--- config.mk ---
export PLATFORM = sky130hd
export DESIGN_NAME = target_sequencer_flat
export DESIGN_NICKNAME = d
export VERILOG_FILES = /design/src/rtl/target_sequencer_if.sv /design/src/rtl/target_sequencer.sv /design/src/flat_wrapper.sv
export SDC_FILE = /design/constraint.sdc
export NUM_CORES = 1
export LEC_CHECK = 0
export BUFFER_PORTS_ARGS = -buffer_cell sky130_fd_sc_hd__buf_2
export CORE_AREA = 2 2 138 140
export CTS_BUF_LIST = sky130_fd_sc_hd__clkbuf_4 sky130_fd_sc_hd__clkbuf_8
export DETAILED_ROUTE_END_ITERATION = 7
export DIE_AREA = 0 0 140 142
export GPL_TIMING_DRIVEN = 0
export PLACE_DENSITY_LB_ADDON = 0.3
export REMOVE_ABC_BUFFERS = 1
export SLEW_MARGIN = 20
export SYNTH_ARGS = -nofsm -noshare
export SYNTH_HDL_FRONTEND = slang
export SYNTH_SLANG_ARGS = --single-unit
--- constraint.sdc ---
create_clock -name CLK -period 3.5 [get_ports CLK]
set_input_delay 0.175 -clock CLK [delete_from_list [all_inputs] [get_ports CLK]]
set_output_delay 0.175 -clock CLK [all_outputs]
set_load 0.005 [all_outputs]
--- src/rtl/target_sequencer_if.sv ---
// Sequencer bundle: sweep control, hash-table port, cracker-core port, result record.
// Latency: none (wires only).
// Backpressure: the result record is valid/ready; the cracker port uses start/done pulses.
interface target_sequencer_if;
    // sweep control
    logic         start;
    logic         abort;
    logic [3:0]   first_sel;
    logic [3:0]   last_sel;
    logic         busy;
    logic         sweep_done;
    logic [4:0]   found_count;

    // registered 16-entry hash table
    logic [3:0]   selector;
    logic [127:0] target_in;

    // MD5 cracker core
    logic         cracker_start;
    logic         cracker_abort;
    logic [127:0] cracker_target;
    logic         cracker_done;
    logic         cracker_found;
    logic [31:0]  cracker_word;

    // result record
    logic         res_valid;
    logic         res_ready;
    logic [3:0]   res_sel;
    logic         res_found;
    logic [31:0]  res_word;

    // sequencer side
    modport master (
        input  start, abort, first_sel, last_sel,
        input  target_in,
        input  cracker_done, cracker_found, cracker_word,
        input  res_ready,
        output busy, sweep_done, found_count,
        output selector,
        output cracker_start, cracker_abort, cracker_target,
        output res_valid, res_sel, res_found, res_word
    );

    // environment side: controller, hash table, cracker core, result consumer
    modport slave (
        output start, abort, first_sel, last_sel,
        output target_in,
        output cracker_done, cracker_found, cracker_word,
        output res_ready,
        input  busy, sweep_done, found_count,
        input  selector,
        input  cracker_start, cracker_abort, cracker_target,
        input  res_valid, res_sel, res_found, res_word
    );
endinterface

--- src/rtl/target_sequencer.sv ---
// Walks a 16-entry hash table from first_sel to last_sel (with wrap), launching the cracker per entry.
// Latency: 3 cycles start->cracker_start; 5 cycles per-target overhead beyond cracker run and res_ready stall.
// Backpressure: holds the result record in REPORT until res_ready; abort cancels from any busy state.
module target_sequencer (
    input  logic               CLK,
    input  logic               reset,
    target_sequencer_if.master bus
);

    typedef enum logic [2:0] {
        S_IDLE   = 3'd0,
        S_LOAD   = 3'd1,
        S_LAUNCH = 3'd2,
        S_RUN    = 3'd3,
        S_REPORT = 3'd4,
        S_NEXT   = 3'd5,
        S_FINISH = 3'd6
    } state_t;

    state_t       state_q,     state_d;
    logic         load_ph_q,   load_ph_d;   // 0: table samples selector, 1: table output valid
    logic [3:0]   sel_q,       sel_d;
    logic [3:0]   stop_q,      stop_d;
    logic [127:0] tgt_q,       tgt_d;
    logic [3:0]   res_sel_q,   res_sel_d;
    logic         res_found_q, res_found_d;
    logic [31:0]  res_word_q,  res_word_d;
    logic [4:0]   fcnt_q,      fcnt_d;
    logic         cabort_q,    cabort_d;

    logic abort_hit;

    // abort only matters once a sweep is in flight; IDLE ignores it
    assign abort_hit = bus.abort && (state_q != S_IDLE);

    // state and datapath registers, synchronous active-high reset
    always_ff @(posedge CLK) begin
        if (reset) begin
            state_q     <= S_IDLE;
            load_ph_q   <= 1'b0;
            sel_q       <= 4'd0;
            stop_q      <= 4'd0;
            tgt_q       <= '0;
            res_sel_q   <= 4'd0;
            res_found_q <= 1'b0;
            res_word_q  <= 32'd0;
            fcnt_q      <= 5'd0;
            cabort_q    <= 1'b0;
        end else begin
            state_q     <= state_d;
            load_ph_q   <= load_ph_d;
            sel_q       <= sel_d;
            stop_q      <= stop_d;
            tgt_q       <= tgt_d;
            res_sel_q   <= res_sel_d;
            res_found_q <= res_found_d;
            res_word_q  <= res_word_d;
            fcnt_q      <= fcnt_d;
            cabort_q    <= cabort_d;
        end
    end

    // next-state and datapath updates; abort overrides every other input
    always_comb begin
        state_d     = state_q;
        load_ph_d   = load_ph_q;
        sel_d       = sel_q;
        stop_d      = stop_q;
        tgt_d       = tgt_q;
        res_sel_d   = res_sel_q;
        res_found_d = res_found_q;
        res_word_d  = res_word_q;
        fcnt_d      = fcnt_q;
        cabort_d    = 1'b0;

        if (abort_hit) begin
            state_d   = S_IDLE;
            load_ph_d = 1'b0;
            // the core only has work to cancel once it has been launched;
            // registering the pulse keeps it clear of cracker_start
            cabort_d  = (state_q == S_LAUNCH) || (state_q == S_RUN);
        end else begin
            case (state_q)
                S_IDLE: begin
                    if (bus.start) begin
                        sel_d     = bus.first_sel;
                        stop_d    = bus.last_sel;
                        fcnt_d    = 5'd0;
                        load_ph_d = 1'b0;
                        state_d   = S_LOAD;
                    end
                end

                S_LOAD: begin
                    // first cycle: table registers selector; second: capture its output
                    if (!load_ph_q) begin
                        load_ph_d = 1'b1;
                    end else begin
                        tgt_d     = bus.target_in;
                        load_ph_d = 1'b0;
                        state_d   = S_LAUNCH;
                    end
                end

                S_LAUNCH: begin
                    state_d = S_RUN;
                end

                S_RUN: begin
                    if (bus.cracker_done) begin
                        res_sel_d   = sel_q;
                        res_found_d = bus.cracker_found;
                        res_word_d  = bus.cracker_found ? bus.cracker_word : 32'd0;
                        if (bus.cracker_found && (fcnt_q != 5'd16)) begin
                            fcnt_d = fcnt_q + 5'd1;
                        end
                        state_d = S_REPORT;
                    end
                end

                S_REPORT: begin
                    if (bus.res_ready) begin
                        state_d = S_NEXT;
                    end
                end

                S_NEXT: begin
                    if (sel_q == stop_q) begin
                        state_d = S_FINISH;
                    end else begin
                        // 4-bit add wraps 15 -> 0 for free
                        sel_d     = sel_q + 4'd1;
                        load_ph_d = 1'b0;
                        state_d   = S_LOAD;
                    end
                end

                S_FINISH: begin
                    state_d = S_IDLE;
                end

                default: begin
                    state_d = S_IDLE;
                end
            endcase
        end
    end

    assign bus.selector       = sel_q;
    assign bus.cracker_target = tgt_q;
    assign bus.cracker_start  = (state_q == S_LAUNCH);
    assign bus.cracker_abort  = cabort_q;
    assign bus.res_valid      = (state_q == S_REPORT);
    assign bus.res_sel        = res_sel_q;
    assign bus.res_found      = res_found_q;
    assign bus.res_word       = res_word_q;
    assign bus.busy           = (state_q != S_IDLE);
    assign bus.sweep_done     = (state_q == S_FINISH);
    assign bus.found_count    = fcnt_q;

    // launch and cancel to the core are mutually exclusive
    a_start_abort_excl: assert property (@(posedge CLK) disable iff (reset)
        !(bus.cracker_start && bus.cracker_abort));

    // at most one find per table entry
    a_fcnt_bound: assert property (@(posedge CLK) disable iff (reset)
        fcnt_q <= 5'd16);

    // an unaccepted record stays put unless the sweep is aborted
    a_res_hold: assert property (@(posedge CLK) disable iff (reset)
        (bus.res_valid && !bus.res_ready && !bus.abort)
        |=> (bus.res_valid && $stable({res_sel_q, res_found_q, res_word_q})));

    // the target only moves when leaving LOAD
    a_tgt_only_in_load: assert property (@(posedge CLK) disable iff (reset)
        (state_q != S_LOAD) |=> $stable(tgt_q));

endmodule

--- src/flat_wrapper.sv ---
// flat-port wrapper written by rule: the top's interface ports become plain ports
module target_sequencer_flat 
  (CLK, reset, bus_start, bus_abort, bus_first_sel, bus_last_sel, bus_target_in, bus_cracker_done, bus_cracker_found, bus_cracker_word, bus_res_ready, bus_busy, bus_sweep_done, bus_found_count, bus_selector, bus_cracker_start, bus_cracker_abort, bus_cracker_target, bus_res_valid, bus_res_sel, bus_res_found, bus_res_word);
  target_sequencer_if bus_i ();
  input  logic CLK;
  input  logic reset;
  input wire logic [$bits(bus_i.start)-1:0] bus_start;
  input wire logic [$bits(bus_i.abort)-1:0] bus_abort;
  input wire logic [$bits(bus_i.first_sel)-1:0] bus_first_sel;
  input wire logic [$bits(bus_i.last_sel)-1:0] bus_last_sel;
  input wire logic [$bits(bus_i.target_in)-1:0] bus_target_in;
  input wire logic [$bits(bus_i.cracker_done)-1:0] bus_cracker_done;
  input wire logic [$bits(bus_i.cracker_found)-1:0] bus_cracker_found;
  input wire logic [$bits(bus_i.cracker_word)-1:0] bus_cracker_word;
  input wire logic [$bits(bus_i.res_ready)-1:0] bus_res_ready;
  output wire logic [$bits(bus_i.busy)-1:0] bus_busy;
  output wire logic [$bits(bus_i.sweep_done)-1:0] bus_sweep_done;
  output wire logic [$bits(bus_i.found_count)-1:0] bus_found_count;
  output wire logic [$bits(bus_i.selector)-1:0] bus_selector;
  output wire logic [$bits(bus_i.cracker_start)-1:0] bus_cracker_start;
  output wire logic [$bits(bus_i.cracker_abort)-1:0] bus_cracker_abort;
  output wire logic [$bits(bus_i.cracker_target)-1:0] bus_cracker_target;
  output wire logic [$bits(bus_i.res_valid)-1:0] bus_res_valid;
  output wire logic [$bits(bus_i.res_sel)-1:0] bus_res_sel;
  output wire logic [$bits(bus_i.res_found)-1:0] bus_res_found;
  output wire logic [$bits(bus_i.res_word)-1:0] bus_res_word;
  assign bus_i.start = bus_start;
  assign bus_i.abort = bus_abort;
  assign bus_i.first_sel = bus_first_sel;
  assign bus_i.last_sel = bus_last_sel;
  assign bus_i.target_in = bus_target_in;
  assign bus_i.cracker_done = bus_cracker_done;
  assign bus_i.cracker_found = bus_cracker_found;
  assign bus_i.cracker_word = bus_cracker_word;
  assign bus_i.res_ready = bus_res_ready;
  assign bus_busy = bus_i.busy;
  assign bus_sweep_done = bus_i.sweep_done;
  assign bus_found_count = bus_i.found_count;
  assign bus_selector = bus_i.selector;
  assign bus_cracker_start = bus_i.cracker_start;
  assign bus_cracker_abort = bus_i.cracker_abort;
  assign bus_cracker_target = bus_i.cracker_target;
  assign bus_res_valid = bus_i.res_valid;
  assign bus_res_sel = bus_i.res_sel;
  assign bus_res_found = bus_i.res_found;
  assign bus_res_word = bus_i.res_word;
  target_sequencer u_core (.CLK(CLK), .reset(reset), .bus(bus_i));
endmodule
==> reports/summary.json <==
{
  "worst_setup_path": {
    "arrival_ps": 3010,
    "crit_path_start_kind": "register",
    "timing.reg2reg.worst_path_depth": 9,
    "critPathMaxFanout": 15,
    "worst_r2r_startpoint": "u_core.state_q[1]$_SDFFE_PP0P_",
    "r2r_setup_slack_ps": 880,
    "timing.setup.critical_path_class": "reg2reg",
    "timing.critical_path.required_ps": 3890,
    "critical_path.reg2reg.endpoint": "u_core.bus.cracker_target[27]$_SDFFE_PP0P_",
    "critical_path.endpoint_type": "register"
  },
  "route": {
    "avgRoutedWirePerCell_um": 14.16,
    "dr.first_iter.drc_count": 397,
    "vias_per_cell": 4.799,
    "detailedRoute.firstPassIterationCount": 8,
    "final_antenna_net_count": 0,
    "totalWireLength_mm": 22.39,
    "drc": 44,
    "detailroute.via_count": 7592
  },
  "cts": {
    "cts.repair.resized": 0,
    "numClockSinks": 183,
    "cts_max_level": 4,
    "clockRootBuffer": "clkbuf_8",
    "cts_max_path_buffers": 2,
    "cts-buffers-inserted": 17,
    "clk_transition_reported_paths_ps": 110,
    "clock_latency_ps": 460,
    "cts_tree": "built"
  },
  "outcome": {
    "violations": "DRC",
    "status": "complete, but fails checks"
  },
  "yosys": {
    "post_synth_instance_area_um2": 6794,
    "synthDistinctLibCells": 47,
    "warning_count_from_the_yosys_run": 0,
    "synth-seq-area-share_pct": 53.92,
    "synth_top_cell_area_share_pct": 53.92,
    "synth-async-reset-ratio_pct": 0,
    "synth_enable_flop_cells": 0,
    "post_synthesis_instance_total": 847,
    "post-synth-top-count-cell": "nand2_1",
    "synth.top_cells.by_area": "dfxtp_1, nand2_1, a21oi_1",
    "yosys_register_bits": 183,
    "yosysTopAreaCell": "dfxtp_1",
    "yosys-top-cells-count": "nand2_1, dfxtp_1, a21oi_1",
    "syn-mean-instance-area_um2": 8.021,
    "yosys_most_used_dff": "dfxtp_1"
  },
  "hold_path": {
    "worst_hold_path_endpoint": "u_core.bus.selector[3]$_SDFFE_PP0P_",
    "hold_path.startpoint": "bus_first_sel[3]",
    "worst_hold_path_type": "in2reg",
    "whs_path_depth": 3
  },
  "die": {
    "starting_utilization_of_the_core_area_pct": 36.81,
    "floorplan_core_area_um2": 18460,
    "dieWidth_um": 140,
    "rows": 50,
    "ios": 354,
    "chipHeight_um": 142,
    "die_area_um2": 19880
  },
  "grt": {
    "gr-total-overflow": 0,
    "antenna_found_initial": 0,
    "grt_max_degree": 101,
    "global_route_wire_length_before_repair_mm": 35.53,
    "global_route.usage.total_pct": 21.77,
    "number_of_global_route_vias_before_repair": 7426
  },
  "layout": {
    "drive_gt1_share_pct": 30.51,
    "syn2layout_area_growth_pct": 59.45,
    "fin_cells": 1582,
    "post-route-cell-area_um2": 10830,
    "design.final.nets": 1514,
    "fillers": 1590
  },
  "placed_design": {
    "dp.cells": 1387,
    "detailed_place.area_um2": 8773,
    "port_buffers": 353,
    "hpwl_mm": 14.41,
    "dpl_worst_slack_ps": 946.9,
    "final_gp_congestion": 0.8104
  },
  "sta": {
    "setup_viol": 0,
    "fmax_ghz": 0.3821,
    "clock_skew_ps": 18.80,
    "finalHoldViolCount": 0,
    "layout_worst_path_cycle_share_pct": 74.78,
    "drv_slew": 0,
    "fin_worst_setup_slack_ps": 882.6,
    "rsz0062_at_grt": "false",
    "layout_min_cycle_time_ps": 2617,
    "slew_headroom_pct": 48.79,
    "tightestPinTransition_ps": 765.6
  },
  "power": {
    "worst_supply_voltage_drop_on_vdd_v": 0.0002663,
    "leakage_nw": 4.735,
    "power.density_cell_area_nw_per_um2": 413.9
  },
  "flow_run": {
    "max_cap_viol_count": 0
  }
}
-- power by group --
group | leakage, nW | total [mW] | internal (mW) | switching (mW)
Combinational | 3.05 | 0.722 | 0.370 | 0.352
Sequential | 1.48 | 2.24 | 2.16 | 0.0798
Clock | 0.206 | 1.52 | 0.734 | 0.790
-- final cells by class --
type	instances	area, µm²	share of cell area (%)
diodes	1	2.502	0.02310
clock buffers	18	247.7	2.287
clock inverters	12	167.7	1.548
inverters	10	37.54	0.3465
multi-input cells	594	2800	25.85
flip-flops and latches	183	3664	33.82
well taps	234	292.8	2.703
repair buffers	530	3621	33.43
-- metrics by stage --
| step | total power, mW | setup TNS, ps | hold WS [ps] | utilization [%] |
|---|---|---|---|---|
| 5_1_grt | 4.699 | 0 | 27.11 | 58.68 |
| 3_3_place_gp | 2.834 | -386850 | 414.8 | 46.36 |
| 4_1_cts | 4.521 | 0 | 10.68 | 58.68 |
| 3_5_place_dp | 2.852 | 0 | 419.6 | 47.54 |
| 2_1_floorplan | 2.549 | -57650 | 244.1 | - |
| 6_report | 4.483 | 0 | 48.28 | 58.70 |
-- routing by layer --
metal	up-vias	global-route usage (%)	share of wire, %
li1	3774	-	-
met2	275	38.68	51
met3	60	4.980	5.9
met4	0	9.197	2.9
met1	3483	25.37	40
met5	-	0	0
-- flip-flops by register name (all words and copies together), names as in the netlist --
signal / flops
u_core.bus.cracker_abort: 1
u_core.bus.cracker_target: 128
u_core.bus.found_count: 5
u_core.bus.res_found: 1
u_core.bus.res_sel: 4
u_core.bus.res_word: 32
u_core.bus.selector: 4
u_core.load_ph_q: 1
u_core.state_q: 3
u_core.stop_q: 4
-- logic make-up after synthesis --
kind of cell | Yosys count | synth area share (%)
and+or+nand+nor | 382 | 23.43
AOI/OAI and AO/OA | 200 | 15.93
DFF | 183 | 53.92
buffers and inverters | 70 | 4.936
xor gates and xnor gates | 6 | 0.7735
muxes | 3 | 0.4604
adders and majority gates | 3 | 0.5525
-- cells in the final DEF (no fill, tap or decap), types with 3 or more instances in the layout --
cell           count
buf_2            352
a21oi_1          176
buf_8              3
dfxtp_1          183
o21ai_0            7
inv_6              3
bufinv_16          3
nand2_1          312
nand3_1           34
inv_1              9
xor2_1             4
ha_1               3
nor2_1             9
buf_16             3
o2111ai_1          3
nor3_1             4
dlygate4sd3_1    164
clkbuf_8          18
buf_6              8
-- how the worst max path moves through the flow --
stage,startpoint,end,slack [ps]
3_3_place_gp,u_core.state_q[0]$_SDFFE_PP0P_,u_core.bus.cracker_target[100]$_SDFFE_PP0P_,-3010
2_1_floorplan,u_core.state_q[0]$_SDFFE_PP0P_,u_core.bus.cracker_target[0]$_SDFFE_PP0P_,-450
5_1_grt,u_core.state_q[1]$_SDFFE_PP0P_,u_core.bus.cracker_target[27]$_SDFFE_PP0P_,670
4_1_cts,u_core.state_q[1]$_SDFFE_PP0P_,u_core.bus.cracker_target[48]$_SDFFE_PP0P_,940
6_report,u_core.state_q[1]$_SDFFE_PP0P_,u_core.bus.cracker_target[27]$_SDFFE_PP0P_,880
3_5_place_dp,u_core.state_q[1]$_SDFFE_PP0P_,u_core.bus.cracker_target[48]$_SDFFE_PP0P_,950
-- critical path: stages, from the launching register on --
cell      delay (ps)
dfxtp_1          580
clkinv_1         320
nand4_1          480
buf_8            220
buf_6            170
buf_6            190
buf_8            170
buf_6            160
nand2_1           70
a21oi_1          170
-- repair_timing --
| action | 4_1_cts | 5_1_grt |
|---|---|---|
| hold endpoints to repair | 164 | 0 |
| setup buffers | 0 | 0 |
| hold buffers | 164 | 0 |
No activity file was read; power rests on OpenSTA's default activity.
